$ cat config.mk
export PLATFORM = sky130hd
export DESIGN_NAME = serial_subtractor
export DESIGN_NICKNAME = d
export VERILOG_FILES = /design/src/rtl/serial_arith_pkg.sv /design/src/rtl/full_subtractor.sv /design/src/rtl/serial_subtractor.sv
export SDC_FILE = /design/constraint.sdc
export NUM_CORES = 1
export LEC_CHECK = 0
export CORE_MARGIN = 2
export CORE_UTILIZATION = 30
export DETAILED_ROUTE_END_ITERATION = 8
export PLACE_DENSITY = 0.57
export SYNTH_ARGS = -nofsm -noshare
export SYNTH_HDL_FRONTEND = slang
export SYNTH_SLANG_ARGS = --single-unit
$ cat constraint.sdc
create_clock -name clk -period 1.5 [get_ports clk]
set_clock_uncertainty 0.1 [all_clocks]
set_input_delay 0.375 -clock clk [delete_from_list [all_inputs] [get_ports clk]]
set_output_delay 0.375 -clock clk [all_outputs]
set_load 0.02 [all_outputs]
$ cat src/rtl/serial_arith_pkg.sv
// Shared definitions for the bit-serial arithmetic blocks: FSM state
// encoding, the default operand width and a counter-width helper.
package serial_arith_pkg;

  // Default operand/result width in bits.
  localparam int SS_DEFAULT_WIDTH = 8;

  // Controller states shared by the serial arithmetic blocks.
  typedef enum logic [1:0] {
    ST_IDLE = 2'd0,
    ST_RUN  = 2'd1,
    ST_DONE = 2'd2
  } state_t;

  // Number of bits needed to count 0..value-1; never returns less than 1
  // so the smallest legal width still gets a real counter register.
  function automatic int clog2(input int value);
    int r;
    r = 0;
    for (int i = 0; i < 32; i++) begin
      if ((64'd1 << i) < 64'(value)) begin
        r = i + 1;
      end
    end
    return (r < 1) ? 1 : r;
  endfunction

endpackage

$ cat src/rtl/full_subtractor.sv
// Combinational 1-bit full subtractor: d = x - y - bin, bo = borrow out.
module full_subtractor (
  input  logic x,
  input  logic y,
  input  logic bin,
  output logic d,
  output logic bo
);

  logic w_xy_diff;

  // Borrow is generated when x=0,y=1, and propagated when x==y.
  always_comb begin
    w_xy_diff = x ^ y;
    d         = w_xy_diff ^ bin;
    bo        = (~x & y) | (~w_xy_diff & bin);
  end

endmodule

$ cat src/rtl/serial_subtractor.sv
// Bit-serial WIDTH-bit subtractor (diff = a - b), LSB first, one bit per
// clock, with a start/busy/done handshake.
// Optional feature macro: SERIAL_SUB_OVF_EN adds a signed-overflow output
// 'ovf' that is updated and held alongside diff.
module serial_subtractor
  import serial_arith_pkg::*;
#(
  parameter int WIDTH = SS_DEFAULT_WIDTH
) (
  input  logic             clk,
  input  logic             rst,
  input  logic             start,
  input  logic [WIDTH-1:0] a,
  input  logic [WIDTH-1:0] b,
  output logic             busy,
  output logic             done,
  output logic [WIDTH-1:0] diff,
`ifdef SERIAL_SUB_OVF_EN
  output logic             bout,
  output logic             ovf
`else
  output logic             bout
`endif
);

  localparam int CW = clog2(WIDTH);

  // Controller state.
  state_t r_state;
  state_t w_state_next;

  // Operand shift registers; bit 0 is the bit currently being processed.
  logic [WIDTH-1:0] r_a_sr;
  logic [WIDTH-1:0] r_b_sr;

  // Partial result: holds the WIDTH-1 most recently produced bits. The
  // result register is only written on the final edge, so consumers never
  // see partial values during RUN.
  logic [WIDTH-2:0] r_d_sr;
  logic [WIDTH-1:0] w_d_shift;

  logic             r_br;
  logic [CW-1:0]    r_cnt;
  logic [WIDTH-1:0] r_diff;
  logic             r_bout;

  logic w_d;
  logic w_bo;
  logic w_accept;
  logic w_run;
  logic w_last;

  full_subtractor u_fs (
    .x   (r_a_sr[0]),
    .y   (r_b_sr[0]),
    .bin (r_br),
    .d   (w_d),
    .bo  (w_bo)
  );

  // Decode handshake conditions and form the shifted partial result.
  always_comb begin
    w_accept  = (r_state == ST_IDLE) && start;
    w_run     = (r_state == ST_RUN);
    w_last    = w_run && (r_cnt == CW'(WIDTH - 1));
    w_d_shift = {w_d, r_d_sr};
  end

  // State register.
  always_ff @(posedge clk) begin
    if (rst) begin
      r_state <= ST_IDLE;
    end else begin
      r_state <= w_state_next;
    end
  end

  // Next-state logic: IDLE waits for start, RUN lasts WIDTH edges, DONE
  // lasts exactly one cycle.
  always_comb begin
    w_state_next = r_state;
    case (r_state)
      ST_IDLE: begin
        if (start) begin
          w_state_next = ST_RUN;
        end
      end
      ST_RUN: begin
        if (w_last) begin
          w_state_next = ST_DONE;
        end
      end
      ST_DONE: begin
        w_state_next = ST_IDLE;
      end
      default: begin
        w_state_next = ST_IDLE;
      end
    endcase
  end

  // Operand capture, per-bit shifting, borrow chain and bit counter.
  always_ff @(posedge clk) begin
    if (rst) begin
      r_a_sr <= '0;
      r_b_sr <= '0;
      r_d_sr <= '0;
      r_br   <= 1'b0;
      r_cnt  <= '0;
    end else if (w_accept) begin
      r_a_sr <= a;
      r_b_sr <= b;
      r_br   <= 1'b0;
      r_cnt  <= '0;
    end else if (w_run) begin
      r_a_sr <= r_a_sr >> 1;
      r_b_sr <= r_b_sr >> 1;
      r_d_sr <= w_d_shift[WIDTH-1:1];
      r_br   <= w_bo;
      r_cnt  <= r_cnt + 1'b1;
    end
  end

  // Result registers: loaded only on the edge that processes the MSB, then
  // held until the next operation completes.
  always_ff @(posedge clk) begin
    if (rst) begin
      r_diff <= '0;
      r_bout <= 1'b0;
    end else if (w_last) begin
      r_diff <= w_d_shift;
      r_bout <= w_bo;
    end
  end

`ifdef SERIAL_SUB_OVF_EN
  logic r_ovf;

  // Signed overflow from the operand MSBs (still in bit 0 of the shift
  // registers on the final edge) and the result MSB being produced.
  always_ff @(posedge clk) begin
    if (rst) begin
      r_ovf <= 1'b0;
    end else if (w_last) begin
      r_ovf <= (r_a_sr[0] ^ r_b_sr[0]) & (r_a_sr[0] ^ w_d);
    end
  end

  assign ovf = r_ovf;
`endif

  assign busy = (r_state == ST_RUN);
  assign done = (r_state == ST_DONE);
  assign diff = r_diff;
  assign bout = r_bout;

endmodule

# Yosys cells after proc, flatten, opt, wreduce, memory -nomap -nowiden
# Cells that the tools add are included.
totals:
  wordCells: 36
  out_inout_bits: 11
  register_bits: 38
classes:
  bitwise_logic: 8
  n_addsub: 1
  reduce_logical: 7
  n_eq_ne: 5
  muxes: 7
op_table:
  columns: ["op", "count"]
  rows:
  - ["$mux W8", 4]
  - ["$mux W2", 2]
  - ["$pmux W2 S2", 1]
  - ["$reduce_and A2 Y1", 2]
  - ["$add A3 B1 Y3 const B", 1]
  - ["$eq A3 B3 Y1 const B", 1]
  - ["$not A1 Y1", 3]
  - ["$and A1 B1 Y1", 2]
  - ["$eq A2 B1 Y1 const B", 1]
  - ["$eq A2 B2 Y1 const B", 1]
  - ["$logic_and A1 B1 Y1", 2]
  - ["$logic_not A2 Y1", 1]
  - ["$ne A2 B1 Y1 const B", 1]
  - ["$ne A2 B2 Y1 const B", 1]
  - ["$reduce_bool A2 Y1", 1]
  - ["$reduce_or A2 Y1", 1]
  - ["$xor A1 B1 Y1", 2]
  - ["$or A1 B1 Y1", 1]

# Depth between registers and ports, before layout
# Gate-level depths: netlist of run 1.
depth:
  word_depth: 4
  mapped_depth: 7

# Modules after synthesis
# Synthesis of run 1 repeated with hierarchy kept, for this count alone.
hier_totals:
  hier_cells: 189
  area_unflattened_um2: 1624.1
modules_own_cells:
  columns: ["module", "cells_each", "seq_area_each_um2", "instances", "area_per_inst_um2"]
  rows:
  - ["serial_subtractor", 185, 760.7, 1, 1592.8]
  - ["full_subtractor", 4, 0.0, 1, 31.3]

# Least setup slack after synthesis of run 1
# No wires, ideal clock.
synth_timing:
  path_type: "reg-to-reg"
  from: "reg r_state[0]"
  to: "reg r_a_sr[2]"
  t_arrival_ps: 1168
  slack_ps: 95
  t_required_ps: 1263
  setup_time_ps: 137
  synth_period_minus_slack_ps: 1405
  stages_incl_launch_ff: 7
  path_cell_list: "dfxtp_1 -> buf_6 -> or3b_1 -> buf_2 -> buf_6 -> nor2_1 -> a211oi_2"
synth_between:
  elab_chain_cells: 3
  elab_cells_between_ends: 5
synth_rtl:
  columns: ["element", "line_no", "source"]
  rows:
  - ["from (decl)", "serial_subtractor.sv:29", "state_t r_state;"]
  - ["from (signal assigned)", "serial_subtractor.sv:74", "r_state <= w_state_next;"]
  - ["$logic_not A2 Y1", "serial_subtractor.sv:63", "w_accept = (r_state == ST_IDLE) && start;"]
  - ["$logic_and A1 B1 Y1", "serial_subtractor.sv:63", null]
  - ["$mux W8 or $reduce_bool A2 Y1 (tied branches)", null, null]
  - ["to (signal assigned)", "serial_subtractor.sv:116", "r_a_sr <= r_a_sr >> 1;"]
  - ["to (decl)", "serial_subtractor.sv:33", "logic [WIDTH-1:0] r_a_sr;"]
# Parallel ways exist; a longest one is shown, timed or not.
# A chain may end at the register's enable or synchronous reset.

# Worst setup path in the final report of run 1
layout_timing:
  from: "reg r_state[0]"
  to: "reg r_a_sr[4]"
# Same word-level chain as after synthesis.

==> results of run 1 <==
==> kinds of logic after synthesis <==
kind of cell	count (synthesis)	synth area share, %
simple gates	77	21.6
flops	38	46.1
compound gates	48	19.6
xor+xnor	1	0.531
mux	2	1.21
fa+ha+maj	3	2.73
buf+inv	18	8.19
==> power groups by stage <==
stage	sequential [uW]	combinational [uW]	clock, uW
floorplan	1100	222	0
global placement	1110	300	0
detailed placement	1100	300	0
CTS	1080	300	736
global route	1090	359	797
finish	1080	323	711
==> synth_stat cells <==
library cell  instances  area share [%]
a211oi_2              5             3.8
buf_4                 2            0.91
nand2b_1              1            0.38
buf_2                 1            0.30
dfxtp_1              38              46
a311oi_2              1            0.91
a211oi_1              7             3.2
nor2b_1               1            0.38
nor2_2                1            0.38
a2111oi_2             1            0.91
mux2i_1               2             1.2
nand3_1              10             3.0
a21oi_1              32             9.7
inv_1                 2            0.46
fa_1                  1             1.2
o21a_1                1            0.46
or2b_1                2            0.91
nand3b_1              1            0.46
nor3b_4               1             1.1
nand2_1              36             8.2
or3b_2                2             1.1
buf_8                 1            0.91
xnor2_1               1            0.53
clkbuf_1              4            0.91
nor3_1                5             1.5
buf_6                 6             4.1
nor2_1               16             3.6
o21ba_2               1            0.61
buf_1                 1            0.23
ha_1                  2             1.5
or3b_1                1            0.53
inv_4                 1            0.38
==> registers in the layout, summed over array words and instances (netlist names) <==
signal and cells:
r_br 1, r_b_sr 8, r_cnt 3, r_a_sr 8, diff 8, bout 1
r_state 2, r_d_sr 7
==> per-stage QoR <==
stage	setup WS [ns]	instances	power, uW	area (um^2)
finish	0.0520	290	2120	2140
global route	0.00190	290	2240	2140
CTS	0.0323	288	2120	2080
detailed placement	-0.381	280	1400	2000
global placement	-0.358	280	1410	2000
floorplan	0.0950	187	1320	1650
==> what timing repair did <==
| item | 4_1_cts | 5_1_grt |
|---|---|---|
| hold buffers | 0 | 0 |
| resized for setup | 21 | 12 |
| pin swaps | 0 | 1 |
| cloned | 0 | 1 |
| buffers inserted | 0 | 1 |
| endpoints found under the setup margin | 27 | 19 |
==> critical path: cells and delay by family, from the launching register on <==
family	cells	cell delay, ns
compound gates	1	0.05
buf+inv	2	0.30
simple gates	2	0.54
flops	1	0.35
==> layout make-up <==
| class | instances | area, um^2 |
|---|---|---|
| clock buffers | 7 | 86.3 |
| multi-input cells | 131 | 778 |
| inverters | 3 | 13.8 |
| fillers | 539 | 3060 |
| well taps | 70 | 87.6 |
| flip-flops and latches | 38 | 763 |
| clock inverters | 1 | 5.00 |
| repair buffers | 40 | 408 |
==> per-layer routing <==
metal,wire (um),vias to the layer above
met4,48,0
li1,-,699
met5,0,-
met3,147,6
met2,1540,23
met1,1770,616
==> how the worst max path moves through the flow <==
stage | depth (start not counted) | startpoint | end
floorplan | 6 | r_state[0] | r_a_sr[2]
finish | 5 | r_state[0] | r_a_sr[4]
detailed placement | 5 | start | r_a_sr[3]
CTS | 5 | r_state[0] | r_a_sr[6]
global route | 5 | r_state[1] | r_b_sr[5]
global placement | 5 | start | r_a_sr[6]
==> qor.txt, run 1 <==
status: completed
via/cell ratio: 4.63
hold path startpoint: diff[7]
final hold vios: 0
crit path DAT: 1.53 ns
worst relative slew slack: 77.5%
GRT met1 Usage: 15.0%
sequential share of the synthesized area: 46.1%
GR Layer Usage met2: 18.9%
post-synthesis cell count: 187
Logic pwr share: 15.2%
CTS tree: yes
Pint: 1590 uW
vias in the first global route: 1251
Root Driver: clkbuf_8
switch share: 25.1%
routed wire length: 3.51 mm
# setup viols final: 0
Synth Net Count: 209
largest fanout on the critical path: 8
largest net degree at the start of global routing: 33
Worst path max stage delay: 0.43 ns
Ports: 30
RSZ-0062 raised after global routing: false
Hold WS: 0.354 ns
die area: 6110 um^2
fin nets: 241
GRT Overall Usage: 12.0%
Port Buffer Count: 29
CTS Sinks: 38
P per Cell Area: 989 nW/um^2
DR iter-0 viols: 48
num rows: 26
ratio of final minimum period to clock period: 96.5%
cell chain of the critical path: buf_6, or3b_4, buf_8, nor2_1, a211oi_2
Area growth syn-to-layout: 29.9%
Worst-Skew Late Latency: 0.29 ns
flops & latches, synth: 38
first-pass GRT wire length: 5.85 mm
register share of total power: 51.2%
synth warn: 0
Finished Core Util: 41.2%
diodes inserted: 0
Max-cap violations: 0
total global routing overflow: 0
GR Util met3: 4.25%
GR peak layer: met2
NetSw: 531 uW
worst r2r path cells: 5
Hold Path Sink: diff[7]
GPL Wtd Cong: 0.778
worst slew pin tran: 0.338 ns
Critical Path Source Type: flip-flop
setup TNS: 0 ns
CP required: 1.58 ns
library cells used by synthesis: 32
wire length per cell: 12.1 um
# DRC: 0
max-slew violations: 0
Die Y: 78.1 um
Pre-antenna DRT Iters: 4
Inserted Clock Buffers: 5
reg-to-reg startpoint: r_state[0]
area of the core: 5200 um^2
Initial Util: 31.7%
CP max-delay cell: or3b_4
Post-Syn Area: 1650 um^2
crit end category: flip-flop
CP Class: reg2reg
Hold Path Depth: 2
Clock Path Buffers: 2
CTS H-Tree Depth: 2
P_leak: 0.000801 uW
Syn Area/Cell: 8.82 um^2
clock share of power: 33.6%
r2r endpoint: r_a_sr[4]
type of the worst min-delay path: reg2reg
most frequent cells in the layout: nand2_1 (36), dfxtp_1 (36), a21oi_1 (32), clkdlybuf4s50_1 (17)
maximum clock frequency: 691 MHz
final critical-path required period: 1.45 ns
post-route ant nets: 0
Clock transition at path regs: 0.07 ns
post-DP HPWL: 2.24 mm
fraction of layout cells with a size suffix above 1: 19.5%
vias: 1344
VDD IR max: 0.422 mV
reg2reg setup slack: 0.05 ns
initial antenna violation count: 0
Die Wd: 78.1 um
Power figures use the tool's default switching activity.
==> run 2, diff against run 1 <==
CAP_MARGIN = 20   (was not set)
REMOVE_ABC_BUFFERS = 1   (was not set)
SYNTH_HIERARCHICAL = 1   (was not set)
==> run 2 against run 1 <==
Net effect:
- worst setup slack better by 0.015 ns
- cell count is 1.4% higher
- non-clock buffer count up 2
- register-to-register slack improved by 0.03 ns
- critical path type is now reg2out
- largest cell class unchanged
==> qor.txt, run 2 <==
CTS H-Tree Depth: 2 (unchanged)
largest fanout on the critical path: 3 (was 8)
CP max-delay cell: dfxtp_2 (was or3b_4)
post-synth top area cell: dfxtp_1 (unchanged)
buffer and inverter count on the worst path: 1 (was 2)
diodes inserted: 0 (unchanged)
worst relative slew slack: 79.0% (was 77.5%)
Hold Path Depth: 2 (unchanged)
Pre-antenna DRT Iters: 4 (unchanged)
r2r endpoint: r_a_sr[5] (was r_a_sr[4])
first-pass GRT wire length: 5.83 mm (was 5.85 mm)
Die Wd: 77.6 um (was 78.1 um)
most frequent cells in the layout: nand2_1 (37), dfxtp_1 (34), a21oi_1 (31), clkdlybuf4s50_1 (17), nor2_1 (14) (was nand2_1 (36), dfxtp_1 (36), a21oi_1 (32), clkdlybuf4s50_1 (17))
Pint: 1870 uW (was 1590 uW)
Primary FF master, synth: dfxtp_1 (unchanged)
vias in the first global route: 1243 (was 1251)
hold path startpoint: diff[6] (was diff[7])
crit path DAT: 0.96 ns (was 1.53 ns)
wire length per cell: 12.0 um (was 12.1 um)
post-synthesis cell count: 189 (was 187)
Worst-Skew Late Latency: 0.29 ns (about the same)
RSZ-0062 raised after global routing: false (unchanged)
P_leak: 0.000848 uW (was 0.000801 uW)
fraction of layout cells with a size suffix above 1: 19.2% (was 19.5%)
Clock transition at path regs: 0.07 ns (about the same)
Synth top cells by count: dfxtp_1 (38), nand2_1 (37), a21oi_1 (31), nor2_1 (15), nand3_1 (11) (was dfxtp_1 (38), nand2_1 (36), a21oi_1 (32), nor2_1 (16), nand3_1 (10))
Area contributors post-synth: dfxtp_1 (47%), a21oi_1 (9.6%), nand2_1 (8.6%), a211oi_1 (3.7%), nor2_1 (3.5%) (was dfxtp_1 (46%), a21oi_1 (9.7%), nand2_1 (8.2%), buf_6 (4.1%), a211oi_2 (3.8%))
ratio of final minimum period to clock period: 95.5% (was 96.5%)
die area: 6020 um^2 (was 6110 um^2)
Inserted Clock Buffers: 5 (unchanged)
final hold vios: 0 (unchanged)
Area growth syn-to-layout: 36.4% (was 29.9%)
maximum clock frequency: 698 MHz (was 691 MHz)
Post-Syn Area: 1620 um^2 (was 1650 um^2)
# fillers: 534 (was 539)
final critical-path required period: 1.43 ns (was 1.45 ns)
post-synth top area share: 46.8% (was 46.1%)
# setup viols final: 0 (unchanged)
post-DP HPWL: 2.17 mm (was 2.24 mm)
clock share of power: 42.9% (was 33.6%)
vias: 1356 (was 1344)
CP delay by family, top: flip-flops (was simple AND/OR/NAND/NOR gates)
max-slew violations: 0 (unchanged)
Logic pwr share: 12.2% (was 15.2%)
Port Buffer Count: 29 (unchanged)
Max-cap violations: 0 (unchanged)
CP required: 1.02 ns (was 1.58 ns)
CP Class: reg2out (was reg2reg)
P per Cell Area: 1090 nW/um^2 (was 989 nW/um^2)
CTS tree: yes (unchanged)
register share of total power: 44.9% (was 51.2%)
NetSw: 547 uW (was 531 uW)
Place WS: -0.374 ns (was -0.381 ns)
flops & latches, synth: 38 (unchanged)
library cells used by synthesis: 30 (was 32)
most common cell after layout, fill and taps aside: nand2_1
switch share: 22.7% (was 25.1%)
Worst path max stage delay: 0.34 ns (was 0.43 ns)
worst r2r path cells: 5 (unchanged)
routed wire length: 3.53 mm (was 3.51 mm)
area of the core: 5170 um^2 (was 5200 um^2)
Root Driver: clkbuf_8 (unchanged)
Die Y: 77.6 um (was 78.1 um)
num rows: 26 (unchanged)
VDD IR max: 0.541 mV (was 0.422 mV)
worst slew pin tran: 0.315 ns (was 0.338 ns)
Ports: 30 (unchanged)
reg-to-reg startpoint: r_state[1] (was r_state[0])
GRT Overall Usage: 12.1% (was 12.0%)
# DRC: 0 (unchanged)
crit end category: primary output (was flip-flop)
reg2reg setup slack: 0.08 ns (was 0.05 ns)
type of the worst min-delay path: reg2reg (unchanged)
via/cell ratio: 4.61 (was 4.63)
Syn Area/Cell: 8.59 um^2 (was 8.82 um^2)
status: completed (unchanged)
CTS Sinks: 38 (unchanged)
largest net degree at the start of global routing: 39 (was 33)
initial antenna violation count: 0 (unchanged)
FFs w/ async S/R, synth: 0% (unchanged)
setup TNS: 0 ns (unchanged)
GPL Wtd Cong: 0.684 (was 0.778)
fin nets: 245 (was 241)
Post-synth EDFFs: 0 (unchanged)
post-route ant nets: 0 (unchanged)
Clock Path Buffers: 2 (unchanged)
most numerous cell in the Yosys netlist: dfxtp_1 (unchanged)
Initial Util: 31.4% (was 31.7%)
min setup slack post-route: 0.0668 ns (was 0.0520 ns)
synth warn: 6 (was 0)
total global routing overflow: 0 (unchanged)
cell chain of the critical path: nor2b_2, buf_4 (was buf_6, or3b_4, buf_8, nor2_1, a211oi_2)
sequential share of the synthesized area: 46.8% (was 46.1%)
DR iter-0 viols: 78 (was 48)
Critical Path Source Type: flip-flop (unchanged)
Hold Path Sink: diff[6] (was diff[7])
-- run 2: worst max-delay path by stage --
stage          depth (start not counted)        end       start  slack [ns]
5_1_grt                                6    diff[4]    r_cnt[0]        0.02
6_report                               2       done  r_state[1]        0.07
3_3_place_gp                           5  r_b_sr[6]       start       -0.36
3_5_place_dp                           5  r_a_sr[3]       start       -0.37
4_1_cts                                3       busy  r_state[1]       0.002
2_1_floorplan                          4   r_cnt[0]  r_state[1]       -0.44
-- run 2: power groups by stage --
| stage | Combinational, uW | Sequential [uW] | Clock (uW) |
|---|---|---|---|
| finish | 295 | 1080 | 1030 |
| global placement | 289 | 1100 | 0 |
| global route | 329 | 1090 | 1110 |
| detailed placement | 289 | 1100 | 0 |
| floorplan | 151 | 1100 | 0 |
| CTS | 289 | 1080 | 1070 |
-- run 2: through the flow --
stage | cells | total power (uW) | util (%) | hold slack [ns] | area (um^2)
floorplan | 174 | 1250 | - | 0.331 | 1520
global placement | 283 | 1390 | 38.8 | 0.341 | 2010
detailed placement | 283 | 1390 | 38.8 | 0.346 | 2010
CTS | 291 | 2440 | 41.1 | 0.356 | 2130
global route | 294 | 2530 | 42.8 | 0.369 | 2210
finish | 294 | 2410 | 42.8 | 0.351 | 2210
-- run 2: area by class of cell --
class	count	area [um^2]	share of cell area (%)
inverter	4	15.0	0.678
tap	70	87.6	3.95
sequential	38	766	34.6
clock buffer	5	68.8	3.11
timing repair buffer	42	429	19.4
clock inverter	3	68.8	3.11
multi-input combinational	132	779	35.2
-- run 2: cells by family after synthesis --
family / count (synthesis) / synth area share (%)
buffers and inverters: 19 / 7.47
xor gates and xnor gates: 1 / 0.539
DFF: 38 / 46.8
muxes: 3 / 1.85
AOI/OAI and AO/OA: 46 / 18.0
adders and majority gates: 3 / 2.77
and+or+nand+nor: 79 / 22.6
-- run 2: tightest hold or removal path, stage by stage, from the launching register on --
cell     delay [ns]
dfxtp_1        0.31
nand2_1        0.05
a21oi_1        0.05
-- run 2: layer usage --
| metal | up-vias | global-route usage (%) | part of all wire [%] |
|---|---|---|---|
| li1 | 706 | - | - |
| met1 | 622 | 15.1 | 48 |
| met2 | 24 | 20.4 | 47 |
| met3 | 4 | 3.26 | 3.6 |
| met4 | 0 | 3.75 | 0.88 |
| met5 | - | 0 | 0 |
-- run 2: repair_timing --
item | in CTS | in global routing
hold buffers | 0 | 0
setup buffers | 0 | 2
gates cloned | 0 | 1
setup endpoints to repair | 26 | 13
resized for setup | 20 | 12
hold endpoints to repair | 0 | 0
pin swaps | 0 | 2
